--- src/rtl/id_ex_hazard_stage_if.sv ---
// rtl/id_ex_hazard_stage_if.sv - ID-to-EX bundle: decoded ID fields in, registered EX fields and stall status out
interface id_ex_hazard_stage_if #(
    parameter int DATA_W = 32,
    parameter int CNT_W  = 32
);
    logic              id_valid;
    logic [1:0]        id_ALUOp;
    logic [6:0]        id_Funct7;
    logic [2:0]        id_Funct3;
    logic [4:0]        id_rs1;
    logic [4:0]        id_rs2;
    logic [4:0]        id_rd;
    logic [DATA_W-1:0] id_rd1;
    logic [DATA_W-1:0] id_rd2;
    logic [DATA_W-1:0] id_imm;
    logic [DATA_W-1:0] id_pc;
    logic [5:0]        id_ctrl;
    logic              ex_flush;
    logic              hold;

    logic              ex_valid;
    logic [1:0]        ex_ALUOp;
    logic [6:0]        ex_Funct7;
    logic [2:0]        ex_Funct3;
    logic [4:0]        ex_rs1;
    logic [4:0]        ex_rs2;
    logic [4:0]        ex_rd;
    logic [DATA_W-1:0] ex_rd1;
    logic [DATA_W-1:0] ex_rd2;
    logic [DATA_W-1:0] ex_imm;
    logic [DATA_W-1:0] ex_pc;
    logic [5:0]        ex_ctrl;
    logic              id_stall;
    logic [CNT_W-1:0]  stall_count;

    modport master (
        output id_valid, id_ALUOp, id_Funct7, id_Funct3, id_rs1, id_rs2, id_rd,
               id_rd1, id_rd2, id_imm, id_pc, id_ctrl, ex_flush, hold,
        input  ex_valid, ex_ALUOp, ex_Funct7, ex_Funct3, ex_rs1, ex_rs2, ex_rd,
               ex_rd1, ex_rd2, ex_imm, ex_pc, ex_ctrl, id_stall, stall_count
    );

    modport slave (
        input  id_valid, id_ALUOp, id_Funct7, id_Funct3, id_rs1, id_rs2, id_rd,
               id_rd1, id_rd2, id_imm, id_pc, id_ctrl, ex_flush, hold,
        output ex_valid, ex_ALUOp, ex_Funct7, ex_Funct3, ex_rs1, ex_rs2, ex_rd,
               ex_rd1, ex_rd2, ex_imm, ex_pc, ex_ctrl, id_stall, stall_count
    );
endinterface

--- src/rtl/id_ex_hazard_stage.sv ---
// rtl/id_ex_hazard_stage.sv - ID/EX pipeline register with load-use bubble insertion, flush, hold and stall counter
module id_ex_hazard_stage #(
    parameter int DATA_W = 32,
    parameter int CNT_W  = 32
) (
    input  logic                  clk,
    input  logic                  reset,
    id_ex_hazard_stage_if.slave   bus
);
    logic hazard;

    // ex_ctrl[4] is MemRead; rs2 is compared even when the ID instruction does not read it.
    assign hazard = bus.ex_valid & bus.ex_ctrl[4] & (bus.ex_rd != 5'd0) & bus.id_valid &
                    ((bus.ex_rd == bus.id_rs1) | (bus.ex_rd == bus.id_rs2));

    assign bus.id_stall = bus.hold | (hazard & ~bus.ex_flush);

    always_ff @(posedge clk or posedge reset) begin
        if (reset) begin
            bus.ex_valid    <= 1'b0;
            bus.ex_ALUOp    <= 2'b00;
            bus.ex_Funct7   <= 7'd0;
            bus.ex_Funct3   <= 3'd0;
            bus.ex_rs1      <= 5'd0;
            bus.ex_rs2      <= 5'd0;
            bus.ex_rd       <= 5'd0;
            bus.ex_rd1      <= {DATA_W{1'b0}};
            bus.ex_rd2      <= {DATA_W{1'b0}};
            bus.ex_imm      <= {DATA_W{1'b0}};
            bus.ex_pc       <= {DATA_W{1'b0}};
            bus.ex_ctrl     <= 6'd0;
            bus.stall_count <= {CNT_W{1'b0}};
        end else if (!bus.hold) begin
            if (bus.ex_flush || hazard) begin
                // Bubble: all-zero decodes downstream as a side-effect-free ADD.
                bus.ex_valid  <= 1'b0;
                bus.ex_ALUOp  <= 2'b00;
                bus.ex_Funct7 <= 7'd0;
                bus.ex_Funct3 <= 3'd0;
                bus.ex_rs1    <= 5'd0;
                bus.ex_rs2    <= 5'd0;
                bus.ex_rd     <= 5'd0;
                bus.ex_rd1    <= {DATA_W{1'b0}};
                bus.ex_rd2    <= {DATA_W{1'b0}};
                bus.ex_imm    <= {DATA_W{1'b0}};
                bus.ex_pc     <= {DATA_W{1'b0}};
                bus.ex_ctrl   <= 6'd0;
                if (!bus.ex_flush && (bus.stall_count != {CNT_W{1'b1}}))
                    bus.stall_count <= bus.stall_count + CNT_W'(1);
            end else begin
                bus.ex_valid  <= bus.id_valid;
                bus.ex_ALUOp  <= bus.id_ALUOp;
                bus.ex_Funct7 <= bus.id_Funct7;
                bus.ex_Funct3 <= bus.id_Funct3;
                bus.ex_rs1    <= bus.id_rs1;
                bus.ex_rs2    <= bus.id_rs2;
                bus.ex_rd     <= bus.id_rd;
                bus.ex_rd1    <= bus.id_rd1;
                bus.ex_rd2    <= bus.id_rd2;
                bus.ex_imm    <= bus.id_imm;
                bus.ex_pc     <= bus.id_pc;
                bus.ex_ctrl   <= bus.id_ctrl;
            end
        end
    end
endmodule

--- src/flat_wrapper.sv ---
// flat-port wrapper written by rule: the top's interface ports become plain ports
module id_ex_hazard_stage_flat 
#(
    parameter int DATA_W = 32,
    parameter int CNT_W  = 32
)
  (clk, reset, bus_id_valid, bus_id_ALUOp, bus_id_Funct7, bus_id_Funct3, bus_id_rs1, bus_id_rs2, bus_id_rd, bus_id_rd1, bus_id_rd2, bus_id_imm, bus_id_pc, bus_id_ctrl, bus_ex_flush, bus_hold, bus_ex_valid, bus_ex_ALUOp, bus_ex_Funct7, bus_ex_Funct3, bus_ex_rs1, bus_ex_rs2, bus_ex_rd, bus_ex_rd1, bus_ex_rd2, bus_ex_imm, bus_ex_pc, bus_ex_ctrl, bus_id_stall, bus_stall_count);
  id_ex_hazard_stage_if #(.DATA_W(DATA_W), .CNT_W(CNT_W)) bus_i ();
  input  logic clk;
  input  logic reset;
  input wire logic [$bits(bus_i.id_valid)-1:0] bus_id_valid;
  input wire logic [$bits(bus_i.id_ALUOp)-1:0] bus_id_ALUOp;
  input wire logic [$bits(bus_i.id_Funct7)-1:0] bus_id_Funct7;
  input wire logic [$bits(bus_i.id_Funct3)-1:0] bus_id_Funct3;
  input wire logic [$bits(bus_i.id_rs1)-1:0] bus_id_rs1;
  input wire logic [$bits(bus_i.id_rs2)-1:0] bus_id_rs2;
  input wire logic [$bits(bus_i.id_rd)-1:0] bus_id_rd;
  input wire logic [$bits(bus_i.id_rd1)-1:0] bus_id_rd1;
  input wire logic [$bits(bus_i.id_rd2)-1:0] bus_id_rd2;
  input wire logic [$bits(bus_i.id_imm)-1:0] bus_id_imm;
  input wire logic [$bits(bus_i.id_pc)-1:0] bus_id_pc;
  input wire logic [$bits(bus_i.id_ctrl)-1:0] bus_id_ctrl;
  input wire logic [$bits(bus_i.ex_flush)-1:0] bus_ex_flush;
  input wire logic [$bits(bus_i.hold)-1:0] bus_hold;
  output wire logic [$bits(bus_i.ex_valid)-1:0] bus_ex_valid;
  output wire logic [$bits(bus_i.ex_ALUOp)-1:0] bus_ex_ALUOp;
  output wire logic [$bits(bus_i.ex_Funct7)-1:0] bus_ex_Funct7;
  output wire logic [$bits(bus_i.ex_Funct3)-1:0] bus_ex_Funct3;
  output wire logic [$bits(bus_i.ex_rs1)-1:0] bus_ex_rs1;
  output wire logic [$bits(bus_i.ex_rs2)-1:0] bus_ex_rs2;
  output wire logic [$bits(bus_i.ex_rd)-1:0] bus_ex_rd;
  output wire logic [$bits(bus_i.ex_rd1)-1:0] bus_ex_rd1;
  output wire logic [$bits(bus_i.ex_rd2)-1:0] bus_ex_rd2;
  output wire logic [$bits(bus_i.ex_imm)-1:0] bus_ex_imm;
  output wire logic [$bits(bus_i.ex_pc)-1:0] bus_ex_pc;
  output wire logic [$bits(bus_i.ex_ctrl)-1:0] bus_ex_ctrl;
  output wire logic [$bits(bus_i.id_stall)-1:0] bus_id_stall;
  output wire logic [$bits(bus_i.stall_count)-1:0] bus_stall_count;
  assign bus_i.id_valid = bus_id_valid;
  assign bus_i.id_ALUOp = bus_id_ALUOp;
  assign bus_i.id_Funct7 = bus_id_Funct7;
  assign bus_i.id_Funct3 = bus_id_Funct3;
  assign bus_i.id_rs1 = bus_id_rs1;
  assign bus_i.id_rs2 = bus_id_rs2;
  assign bus_i.id_rd = bus_id_rd;
  assign bus_i.id_rd1 = bus_id_rd1;
  assign bus_i.id_rd2 = bus_id_rd2;
  assign bus_i.id_imm = bus_id_imm;
  assign bus_i.id_pc = bus_id_pc;
  assign bus_i.id_ctrl = bus_id_ctrl;
  assign bus_i.ex_flush = bus_ex_flush;
  assign bus_i.hold = bus_hold;
  assign bus_ex_valid = bus_i.ex_valid;
  assign bus_ex_ALUOp = bus_i.ex_ALUOp;
  assign bus_ex_Funct7 = bus_i.ex_Funct7;
  assign bus_ex_Funct3 = bus_i.ex_Funct3;
  assign bus_ex_rs1 = bus_i.ex_rs1;
  assign bus_ex_rs2 = bus_i.ex_rs2;
  assign bus_ex_rd = bus_i.ex_rd;
  assign bus_ex_rd1 = bus_i.ex_rd1;
  assign bus_ex_rd2 = bus_i.ex_rd2;
  assign bus_ex_imm = bus_i.ex_imm;
  assign bus_ex_pc = bus_i.ex_pc;
  assign bus_ex_ctrl = bus_i.ex_ctrl;
  assign bus_id_stall = bus_i.id_stall;
  assign bus_stall_count = bus_i.stall_count;
  id_ex_hazard_stage #(.DATA_W(DATA_W), .CNT_W(CNT_W)) u_core (.clk(clk), .reset(reset), .bus(bus_i));
endmodule
--- config.mk ---
export PLATFORM = sky130hd
export DESIGN_NAME = id_ex_hazard_stage_flat
export DESIGN_NICKNAME = d
export VERILOG_FILES = /design/src/rtl/id_ex_hazard_stage_if.sv /design/src/rtl/id_ex_hazard_stage.sv /design/src/flat_wrapper.sv
export SDC_FILE = /design/constraint.sdc
export NUM_CORES = 1
export LEC_CHECK = 0
export ABC_AREA = 1
export BUFFER_PORTS_ARGS = -buffer_cell sky130_fd_sc_hd__buf_4
export CAP_MARGIN = 20
export CORE_MARGIN = 5
export CORE_UTILIZATION = 52
export CTS_CLUSTER_DIAMETER = 80
export CTS_CLUSTER_SIZE = 40
export DETAILED_ROUTE_END_ITERATION = 8
export GPL_ROUTABILITY_DRIVEN = 0
export PLACE_DENSITY = 0.85
export REMOVE_ABC_BUFFERS = 1
export SLEW_MARGIN = 30
export SYNTH_ARGS = -nofsm -noshare
export SYNTH_HDL_FRONTEND = slang
export SYNTH_SLANG_ARGS = --single-unit
--- constraint.sdc ---
create_clock -name clk -period 14.06 [get_ports clk]
set_input_delay 1.406 -clock clk [delete_from_list [all_inputs] [get_ports clk]]
set_output_delay 1.406 -clock clk [all_outputs]
set_load 0.01 [all_outputs]
---- Yosys cells after proc, flatten, opt, wreduce, memory -nomap -nowiden ----
Cells that the tools add are included.
word-level totals
  bits in registers ....................... 194
  bits in latches ......................... 0
  RAM bits ................................ 0
  memory bits (read-only) ................. 0
  bits of input ports ..................... 166
  output and inout bits ................... 195
  word-level logic and storage cells ...... 43
  memories ................................ 0
cells by class
  add/subtract/negate cells ............... 1
  $mul .................................... 0
  divide/modulo/power cells ............... 0
  $lt $le $gt $ge ......................... 0
  equal/unequal tests ..................... 3
  shift operators ......................... 0
  muxes and demuxes ....................... 12
  bitwise operators ....................... 9
  reduce and logical (&&, ||, !) cells .... 5
operator list
  kind                                            count
  2-to-1 mux 32 bit                               4
  adder 32 x 1 -> 32 bit (second input constant)  1
  != test 32 bit (second input constant)          1
  2-to-1 mux 5 bit                                3
  == test 5 bit                                   2
  2-to-1 mux 7 bit                                1
  2-to-1 mux 6 bit                                1
  AND 1 bit                                       5
  nonzero test 5 bit                              1
  2-to-1 mux 3 bit                                1
  AND reduction 3 bit                             1
  2-to-1 mux 2 bit                                1
  inverter 1 bit                                  2
  bitwise OR 1 bit                                2
  logical AND 1 bit                               1
  zero test 1 bit                                 1
  logical OR 1 bit                                1
  2-to-1 mux 1 bit                                1

---- Longest topological paths before layout ----
Gate-level depths: netlist (run 1).
  word-level depth ........................ 6
  gate-level depth with buffers ........... 12
  gate-level depth less buffers ........... 11

---- Worst setup path before layout (run 1) ----
No wires, ideal clock.
  path type ............................... input to output
  from .................................... input port bus_hold
  to ...................................... output port bus_id_stall
  arrival time ............................ 2.287 ns
  required time ........................... 12.654 ns
  slack ................................... 10.367 ns
  stages on the path ...................... 5
  buffers on the path ..................... 3
  cell sequence ........................... buf_2 > clkinv_1 > buf_2 > clkbuf_1 > o21ai_0
between the ends
  word-level cells in the longest chain between the ends .. 1
RTL lines
  element           line                      source
  start, declared   flat_wrapper.sv:24        input wire logic [$bits(bus_i.hold)-1:0] bus_hold;
  bitwise OR 1 bit  id_ex_hazard_stage.sv:16  assign bus.id_stall = bus.hold | (hazard & ~bus.ex_flush);
  end, declared     flat_wrapper.sv:37        output wire logic [$bits(bus_i.id_stall)-1:0] bus_id_stall;
Every way passes these cells.

---- Worst setup path after layout (run 1) ----
Ends and elaborated chain as after synthesis.

==> summary.md, run 1 <==
| Metric | Value |
|---|---|
| Synth Area in Simple Gates | 0.280 |
| Area leader, netlist | dfrtp_1 |
| PwrDens | 114 mW/mm^2 |
| H-tree depth | 4 |
| Cell area after synthesis | 0.00879 mm^2 |
| Clk sinks | 194 |
| Commonest non-fill, non-tap cell in the layout | nand2_1 |
| Rel. slew slack | 0.347 |
| Sequential area share after synthesis | 0.552 |
| Cell variety after synth | 24 |
| Clock buffer count from CTS | 17 |
| Avg Inst Size Synth | 8.12 um^2 |
| Most frequent cells in the layout | nand2_1 (500), buf_4 (362), dfrtp_1 (194) |
| Top-area cell type share of the netlist area | 0.552 |
| Row cnt | 47 |
| Crit path max-delay family | buffers and inverters |
| Top Ports | 361 |
| Mux contribution to synthesized area | 0 |
| Worst min-delay path category | flop to flop |
| Post-synthesis xor/xnor area fraction | 0.0199 |
| Hold path cells | 2 |
| Overflow after GRT | 0 |
| PnR worst setup slack | 9.84 ns |
| Area contributors post-synth | dfrtp_1 (55%), nand2_1 (21%), o21ai_0 (7.9%) |
| Crit. End Element | primary output |
| Number of nets with antenna violations after routing | 0 |
| Worst path bufs/invs | 3 |
| Measured slew at the worst slew-check pin | 0.980 ns |
| Final Hold Fails | 0 |
| Fmax | 0.237 GHz |
| Die height | 140 um |
| RSZ-0062 raised after global routing | false |
| Complex-gate fraction of the synthesized area | 0.0935 |
| Pleak | 6.25 nW |
| Cell count along the critical path | 4 |
| Final setup viols | 0 |
| DP Worst Slack | 9.87 ns |
| Gr usage total | 0.282 |
| Initial antenna violation count | 1 |
| Final setup skew | 0.0136 ns |
| Startpoint types | input port |
| Half-perimeter wire length after placement | 19,800 um |
| Syn Inst Count | 1,082 |
| Outcome | finished, final reports clean |
| IO Port Bufs | 360 |
| Vias in the first global route | 8,083 |
| Fill count | 1,271 |
| Die area | 0.0196 mm^2 |
| Post-CTS Setup Repair Bufs | 0 |
| Adder-Cell Fraction of Synth Area | 0.00142 |
| Area growth syn-to-layout | 37.8% |
| Clk_lat worst skew | 0.43 ns |
| Number of synthesized register bits | 194 |
| Clk slew on worst S/H paths | 0.06 ns |
| Core footprint | 0.0166 mm^2 |
| Largest family of logic cells by synthesized area | simple AND/OR/NAND/NOR gates |
| Number of remaining DRC errors | 0 |
| Pwr Total | 1.38 mW |
| Root buf cell | clkbuf_16 |
| Worst R2R Path Depth | 11 |
| CP max stage cell | buf_4 |
| 1st-iter DRT viols | 810 |
| CTS tree | done |
| Crit path kind | input port to primary output |
| Initial Util | 0.530 |
| Slowest stage delay, CP | 0.51 ns |
| Avg WL per Cell | 17.3 um |
| Max-cap violations | 0 |
| WP data arrival | 2.81 ns |
| Global-route wire length before repair | 44,300 um |
| Most used cell, CP | buf_4 |
| Vias | 8,507 |
| Nets@finish | 1,568 |
| Peak VDD IR | 0.0000837 V |
| Final Max Slew Viols | 0 |
| Period utilization | 0.300 |
| Share of layout cells above drive strength 1 | 0.289 |
| Cell breakdown of the critical path | buf_4, inv_4, o21ai_0, buf_4 |
| Post-Route WL | 28,300 um |
| Die W | 140 um |
| Pin count of the biggest net entering global routing | 135 |
| Vias/cell | 5.21 |
| Synth warn | 0 |
| Post-CTS Resized | 0 |
| Critical path peak fanout | 68 |
| Setup TNS | 0 ns |
| Worst path required time | 12.65 ns |
| Hold_buf cts | 0 |
| First-pass detailed-route iteration total | 6 |
| Max Root-Sink Buffers | 2 |
| Fin crit period | 4.22 ns |
through the flow:
step           hold WS [ns]  utilization  area (um^2)  instances
2_1_floorplan         0.509            -         8420       1018
3_3_place_gp          0.467        0.690        11400       1601
3_5_place_dp          0.474        0.691        11500       1602
4_1_cts               0.490        0.730        12100       1633
5_1_grt               0.501        0.730        12100       1634
6_report              0.486        0.730        12100       1634
cells in the mapped netlist (all sizes together):
master    n
nand2   506
dfrtp   194
o21ai   158
nor2     58
clkbuf   36
nand3    36
buf      28
inv      24
nand3b   11
xnor2    10
xor2     10
o22ai     5
nand4     3
and3      1
clkinv    1
ha        1
cells by family (layout without fill, tap and decap cells):
kind of cell	after synthesis	after routing
DFF	194	194
buffers and inverters	89	420
and+or+nand+nor	615	615
other	0	1
adders and majority gates	1	1
xor gates and xnor gates	20	20
AOI/OAI and AO/OA	163	163
layout make-up:
class                   count  area, um^2  share of cell area
inverters                  25         109             0.00899
clock inverters            13         198              0.0163
diodes                      1        2.50            0.000207
well taps                 220         275              0.0227
clock buffers              18         439              0.0363
multi-input cells         799        3480               0.287
flip-flops and latches    194        4850               0.401
repair buffers            364        2760               0.228
power breakdown:
group          internal (mW)  leakage [nW]  switching, mW  total (mW)
logic                  0.106          3.39          0.118       0.224
registers              0.598          2.55         0.0310       0.629
clock network          0.306         0.308          0.223       0.530
routing by layer:
metal	up-vias	global-route usage	share of wire
met3	80	0.0651	0.084
li1	4066	-	-
met5	-	0	0
met1	3962	0.359	0.38
met4	0	0.138	0.047
met2	399	0.456	0.49
worst register-to-register path: cells and delay by family, from the launching register on:
family / cells / cell delay, ns
simple gates: 9 / 1.60
flops: 1 / 0.49
fa+ha+maj: 1 / 0.30
buf+inv: 1 / 0.12
path summary, 6_finish.rpt:
check,to,slack [ns],start
hold / removal,u_core.bus.ex_rd2[10],0.49,u_core.bus.ex_rd2[10]
setup reg to reg,u_core.bus.stall_count[28],11.43,u_core.bus.stall_count[0]
max in group asynchronous,u_core.bus.ex_rd2[6],11.64,reset
setup / recovery,bus_id_stall,9.84,bus_hold
min in group asynchronous,u_core.bus.ex_pc[19],1.06,reset
hold reg to reg,u_core.bus.ex_rd2[10],0.49,u_core.bus.ex_rd2[10]
sequential cells by signal, indices dropped and copies added, names as in the netlist:
name,flops
u_core.bus.ex_imm,32
u_core.bus.ex_Funct3,3
u_core.bus.ex_rd,5
u_core.bus.ex_ALUOp,2
u_core.bus.ex_ctrl,6
u_core.bus.ex_rd1,32
u_core.bus.stall_count,32
u_core.bus.ex_rs2,5
u_core.bus.ex_pc,32
u_core.bus.ex_rd2,32
u_core.bus.ex_Funct7,7
u_core.bus.ex_valid,1
u_core.bus.ex_rs1,5
No activity file was read; power rests on OpenSTA's default activity.
==> run 2, diff against run 1 <==
ABC_AREA = 0   (was 1)
CORE_AREA = 5 5 137 139   (was unset)
CORE_MARGIN = unset   (was 5)
CORE_UTILIZATION = unset   (was 52)
DIE_AREA = 0 0 142 144   (was unset)
PLACE_DENSITY = 0.75   (was 0.85)
clock period = 4.3 ns   (was 14.06 ns; I/O delays follow)
==> summary.md, run 2 <==
| Metric | Value |
|---|---|
| Avg Inst Size Synth | 14.1 um^2 (+73%) |
| Startpoint types | flop |
| Core footprint | 0.0175 mm^2 (+5.7%) |
| Max-cap violations | 0 (unchanged) |
| CTS tree | done |
| # diodes | 0 (-1) |
| Sequential area share after synthesis | 0.653 (+0.101) |
| Pin count of the biggest net entering global routing | 142 (+5.2%) |
| Met2 Track Usage GR | 0.327 (-0.129) |
| Fraction of registers with async set/reset | 1.00 (unchanged) |
| Vias in the first global route | 5,816 (-28%) |
| Row cnt | 49 (+4.3%) |
| Number of synthesized register bits | 194 (unchanged) |
| Clk_lat worst skew | 0.43 ns (about the same) |
| Avg WL per Cell | 19.2 um (+11%) |
| Area contributors post-synth | dfrtp_1 (65%), a22o_1 (19%), xnor2_1 (2.5%) |
| Top-area cell type share of the netlist area | 0.653 (+0.101) |
| Fill count | 1,446 (+14%) |
| Peak VDD IR | 0.000268 V (+220%) |
| GR peak layer | met2 |
| Vias | 5,831 (-31%) |
| List of most frequent post-synthesis cells | dfrtp_1 (194), a22o_1 (161), xnor2_1 (21), nand4_1 (20), xor2_1 (20) |
| Post-CTS Resized | 0 (unchanged) |
| Root buf cell | clkbuf_16 |
| Worst min-delay path category | input port to async pin |
| Commonest non-fill, non-tap cell in the layout | buf_4 |
| Clk slew on worst S/H paths | 0.07 ns (about the same) |
| Period utilization | 0.583 |
| GR Util met3 | 0.0605 (-0.00458) |
| Initial Util | 0.424 (-0.106) |
| Die W | 142 um (+1.4%) |
| Most common cell in the synthesized netlist | dfrtp_1 |
| Number of remaining DRC errors | 0 (unchanged) |
| Final setup skew | 0.0129 ns (-0.000732 ns) |
| Post-synth EDFFs | 0 (unchanged) |
| Final Max Slew Viols | 0 (unchanged) |
| Met1 Use GR | 0.256 (-0.103) |
| Hold_buf cts | 0 (unchanged) |
| Max Root-Sink Buffers | 2 (unchanged) |
| Fmax | 0.399 GHz |
| Die height | 144 um (+2.8%) |
| Initial antenna violation count | 0 (-1) |
| Gr usage total | 0.201 (-0.0812) |
| 1st-iter DRT viols | 245 (-70%) |
| Switch share | 0.259 (-0.0105) |
| Synth Flop Type | dfrtp_1 |
| Final instance area | 0.0108 mm^2 (-11%) |
| Seq pwr share | 0.492 (+0.037) |
| Clock buffer count from CTS | 17 (unchanged) |
| Overflow after GRT | 0 (unchanged) |
| Share of layout cells above drive strength 1 | 0.461 (+0.172) |
| Multi-input gate area | 0.00233 mm^2 (-33%) |
| Register Area | 0.00485 mm^2 (unchanged) |
| Power share of the clock group | 0.361 (-0.022) |
| Cell area after synthesis | 0.00743 mm^2 (-15%) |
| H-tree depth | 4 (unchanged) |
| Area leader, netlist | dfrtp_1 |
| Most frequent cells in the layout | buf_4 (364), dfrtp_1 (194), a22o_1 (161) |
| IO Port Bufs | 360 (unchanged) |
| Outcome | finished, final reports clean |
| RSZ-0062 raised after global routing | false |
| PwrDens | 379 mW/mm^2 (+230%) |
| Placed Area | 0.0103 mm^2 (-10%) |
| Fin crit period | 2.51 ns |
| Nets@finish | 1,042 (-34%) |
| Worst R2R Path Depth | 6 (-5) |
| Top Ports | 361 (unchanged) |
| Combinational power share | 0.147 (-0.015) |
| Measured slew at the worst slew-check pin | 0.782 ns (-0.198 ns) |
| Die area | 0.0204 mm^2 (+4.3%) |
| First-pass detailed-route iteration total | 4 (-2) |
| Global-route wire length before repair | 32,300 um (-27%) |
| Critical path peak fanout | 54 (-21%) |
| WP data arrival | 2.86 ns (+0.05 ns) |
| Crit. End Element | flop |
| Pleak | 5.64 nW (-9.8%) |
| Final Hold Fails | 0 (unchanged) |
| P_int | 3.04 mW (+200%) |
| Syn Inst Count | 528 (-51%) |
| Area growth syn-to-layout | 45.8% |
| Hold Worst Slack | 0.0536 ns (-0.432 ns) |
| Final setup viols | 0 (unchanged) |
| Crit path kind | flop to flop |
| Post-CTS Setup Repair Bufs | 0 (unchanged) |
| Worst path required time | 4.66 ns (-7.99 ns) |
| Synth warn | 0 (unchanged) |
| Number of nets with antenna violations after routing | 0 (unchanged) |
| Clk sinks | 194 (unchanged) |
| Cell variety after synth | 37 (+54%) |
| Half-perimeter wire length after placement | 15,500 um (-22%) |
| Rel. slew slack | 0.475 (+0.128) |
| Post-Route WL | 21,400 um (-24%) |
| Switching power | 1.06 mW (+190%) |
| Vias/cell | 5.22 (+0.36%) |
==> run 2: area by class of cell <==
class | count | area share
Tap cell | 229 | 0.0264
Inverter | 5 | 0.00289
Clock inverter | 14 | 0.0113
Timing Repair Buffer | 366 | 0.257
Sequential cell | 194 | 0.448
Clock buffer | 17 | 0.0393
Multi-Input combinational cell | 291 | 0.215
==> run 2: worst paths after layout <==
check	to	from	slack (ns)
setup / recovery	u_core.bus.ex_rd2[27]	u_core.bus.ex_rd[1]	1.79
hold / removal	u_core.bus.ex_imm[17]	reset	0.05
setup reg to reg	u_core.bus.ex_rd2[27]	u_core.bus.ex_rd[1]	1.79
hold reg to reg	u_core.bus.stall_count[6]	u_core.bus.stall_count[6]	0.49
max in group asynchronous	u_core.bus.ex_rd1[7]	reset	3.33
min in group clk	u_core.bus.ex_rd2[14]	bus_id_rd2[14]	0.21
==> run 2: layer usage <==
layer	up-vias	wire length, um
li1	2687	-
met2	256	10700
met1	2858	8490
met5	-	0
met4	0	524
met3	30	1710
==> run 2: cell families (layout without fill, tap and decap cells) <==
| kind of cell | count (synthesis) | after routing | share of synthesized area |
|---|---|---|---|
| flops | 194 | 194 | 0.653 |
| buf+inv | 43 | 402 | 0.0337 |
| mux | 1 | 1 | 0.00202 |
| simple gates | 79 | 79 | 0.0618 |
| fa+ha+maj | 1 | 1 | 0.00168 |
| compound gates | 169 | 169 | 0.199 |
| xor+xnor | 41 | 41 | 0.0483 |
==> run 2: metrics by stage <==
step / utilization / power [mW] / cells / setup slack [ns] / setup TNS [ns]
2_1_floorplan: - / 2.27 / 490 / -1.41 / -289.32
3_3_place_gp: 0.585 / 2.65 / 1084 / 1.81 / 0
3_5_place_dp: 0.586 / 2.66 / 1085 / 1.76 / 0
4_1_cts: 0.618 / 4.16 / 1116 / 1.78 / 0
5_1_grt: 0.618 / 4.27 / 1116 / 1.64 / 0
6_report: 0.618 / 4.10 / 1116 / 1.79 / 0
==> run 2: power by group through the flow <==
stage | Clock [mW] | Combinational [mW] | Sequential, mW
2_1_floorplan | 0 | 0.171 | 2.10
5_1_grt | 1.59 | 0.649 | 2.03
3_5_place_dp | 0 | 0.614 | 2.05
3_3_place_gp | 0 | 0.602 | 2.05
4_1_cts | 1.53 | 0.614 | 2.02
6_report | 1.48 | 0.604 | 2.02
==> run 2: worst max-delay path: stages, from the launching register on <==
cell	delay, ns
dfrtp_1	0.48
xor2_1	0.16
nor2_1	0.06
a22oi_1	0.53
o21a_4	0.40
buf_4	0.52
a22o_1	0.22
==> run 3, diff against run 2 <==
ABC_AREA = 1   (was 0)
CORE_AREA = unset   (was 5 5 137 139)
CORE_MARGIN = 5   (was unset)
CORE_UTILIZATION = 44   (was unset)
DIE_AREA = unset   (was 0 0 142 144)
PLACE_DENSITY = 0.77   (was 0.75)
clock period = 2.3 ns   (was 4.3 ns; I/O delays follow)
==> summary.md, run 3 (synthesized netlist as in run 1, its figures left out) <==
| Metric | Value |
|---|---|
| Fmax | 0.511 GHz |
| Area growth syn-to-layout | 40.1% |
| Pleak | 6.33 nW (+12%) |
| Nets@finish | 1,581 (+52%) |
| Final Hold Fails | 0 (unchanged) |
| Crit. End Element | primary output |
| First-pass detailed-route iteration total | 5 (+1) |
| Period utilization | 0.851 |
| Global-route wire length before repair | 43,500 um (+35%) |
| Core footprint | 0.0196 mm^2 (+12%) |
| Die height | 151 um (+5.1%) |
| Worst path required time | 2.07 ns (-2.59 ns) |
| Worst min-delay path category | input port to flop |
| Die area | 0.0229 mm^2 (+12%) |
| Commonest non-fill, non-tap cell in the layout | nand2_1 |
| Startpoint types | flop |
| Initial antenna violation count | 0 (unchanged) |
| Vias/cell | 4.97 (-4.9%) |
| Crit path kind | flop to primary output |
| Clk_lat worst skew | 0.42 ns (about the same) |
| PwrDens | 676 mW/mm^2 (+79%) |
| Overflow after GRT | 0 (unchanged) |
| Vias | 8,399 (+44%) |
| WP data arrival | 1.73 ns (-1.13 ns) |
| Vias in the first global route | 8,262 (+42%) |
| Util after Layout | 0.629 (+0.0107) |
| Post-Route WL | 28,000 um (+31%) |
| Hold_buf cts | 1 (+1) |
| Hold Worst Slack | 0.0660 ns (+0.0124 ns) |
| Fill count | 1,669 (+15%) |
| Critical path peak fanout | 6 (-89%) |
| Row cnt | 51 (+4.1%) |
| Post-CTS Resized | 0 (unchanged) |
| Pwr Total | 8.33 mW (+100%) |
| Share of layout cells above drive strength 1 | 0.295 (-0.166) |
| Outcome | finished, final reports clean |
| 1st-iter DRT viols | 492 (+100%) |
| Setup TNS | 0 ns (unchanged) |
| Root buf cell | clkbuf_16 |
| Top Ports | 361 (unchanged) |
| Final setup skew | 0.0158 ns (+0.00286 ns) |
| RSZ-0062 raised after global routing | false |
| Clk slew on worst S/H paths | 0.08 ns (about the same) |
| IO Port Bufs | 360 (unchanged) |
| Pin count of the biggest net entering global routing | 90 (-37%) |
| H-tree depth | 4 (unchanged) |
| Post-CTS Setup Repair Bufs | 0 (unchanged) |
| PnR worst setup slack | 0.344 ns (-1.45 ns) |
| Avg WL per Cell | 16.5 um (-14%) |
| Gr usage total | 0.240 (+0.0393) |
| Max Root-Sink Buffers | 2 (unchanged) |
| Die W | 151 um (+6.6%) |
| CTS tree | done |
| Fin crit period | 1.96 ns |
| Measured slew at the worst slew-check pin | 0.563 ns (-0.219 ns) |
| Clk sinks | 194 (unchanged) |
| Clock buffer count from CTS | 17 (unchanged) |
| DP Worst Slack | 0.437 ns (-1.32 ns) |
| Most frequent cells in the layout | nand2_1 (500), buf_4 (368), dfrtp_1 (194) |
| Final setup viols | 0 (unchanged) |
| # diodes | 0 (unchanged) |
| Number of nets with antenna violations after routing | 0 (unchanged) |
| Max-cap violations | 0 (unchanged) |
| Peak VDD IR | 0.000469 V (+75%) |
| Initial Util | 0.449 (+0.0250) |
| Number of remaining DRC errors | 0 (unchanged) |
| Rel. slew slack | 0.625 (+0.150) |
| Half-perimeter wire length after placement | 20,400 um (+32%) |
| Final Max Slew Viols | 0 (unchanged) |
## run 3: cell count changes in the layout (fill, tap and decap cells not counted), sizes merged, moves of 10 or more
cell    before  now
o21ai        0  158
nand3        7   36
a22o       162    0
xor2        20   10
nor2        13   58
nand3b       0   11
buf        366  376
nand4       20    3
inv         11   30
nand2        8  506
xnor2       21   10
## run 3: critical path, cell delays in order, from the launching register on
cell,delay (ns)
dfrtp_1,0.44
nor2_1,0.12
nor2_1,0.05
nor2_1,0.10
nand3_1,0.08
nand2_1,0.07
nand2_2,0.09
o21ai_0,0.19
buf_4,0.16
## run 3: metrics by stage
step                      area [um^2]  cells
final                           12300   1691
after global routing            12300   1691
after CTS                       12300   1691
after detailed placement        11700   1659
after global placement          11700   1659
after floorplan                  8420   1018
## run 3: routing by layer
layer | vias up | share of wire | GRT usage | wire [um]
met5 | - | 0 | 0 | 0
met4 | 0 | 0.027 | 0.0820 | 758
met3 | 51 | 0.079 | 0.0577 | 2220
met2 | 299 | 0.50 | 0.411 | 13900
met1 | 3951 | 0.40 | 0.298 | 11100
li1 | 4098 | - | - | -
## run 3: final cells by class
class | count | area [um^2] | area share
Tap cell | 265 | 332 | 0.0269
Timing Repair Buffer | 377 | 2930 | 0.238
Inverter | 25 | 104 | 0.00843
Clock inverter | 13 | 173 | 0.0140
Clock buffer | 18 | 439 | 0.0357
Sequential cell | 194 | 4850 | 0.394
Multi-Input combinational cell | 799 | 3480 | 0.283
## run 3: worst paths after layout
kind,from,endpoint,slack [ns],cells past startpoint
hold reg to reg,u_core.bus.ex_pc[18],u_core.bus.ex_pc[18],0.49,2
setup reg to reg,u_core.bus.stall_count[1],u_core.bus.stall_count[24],0.39,11
min in group asynchronous,reset,u_core.bus.ex_rd2[24],0.39,3
max in group asynchronous,reset,u_core.bus.ex_pc[5],1.23,4
setup / recovery,u_core.bus.ex_rd[0],bus_id_stall,0.34,8
hold / removal,bus_id_Funct7[1],u_core.bus.ex_Funct7[1],0.07,3
## run 3: report_power, final
part / switching, mW / internal [mW] / total [mW]
Clock: 1.40 / 1.68 / 3.08
Sequential: 0.173 / 3.66 / 3.83
Combinational: 0.741 / 0.678 / 1.42
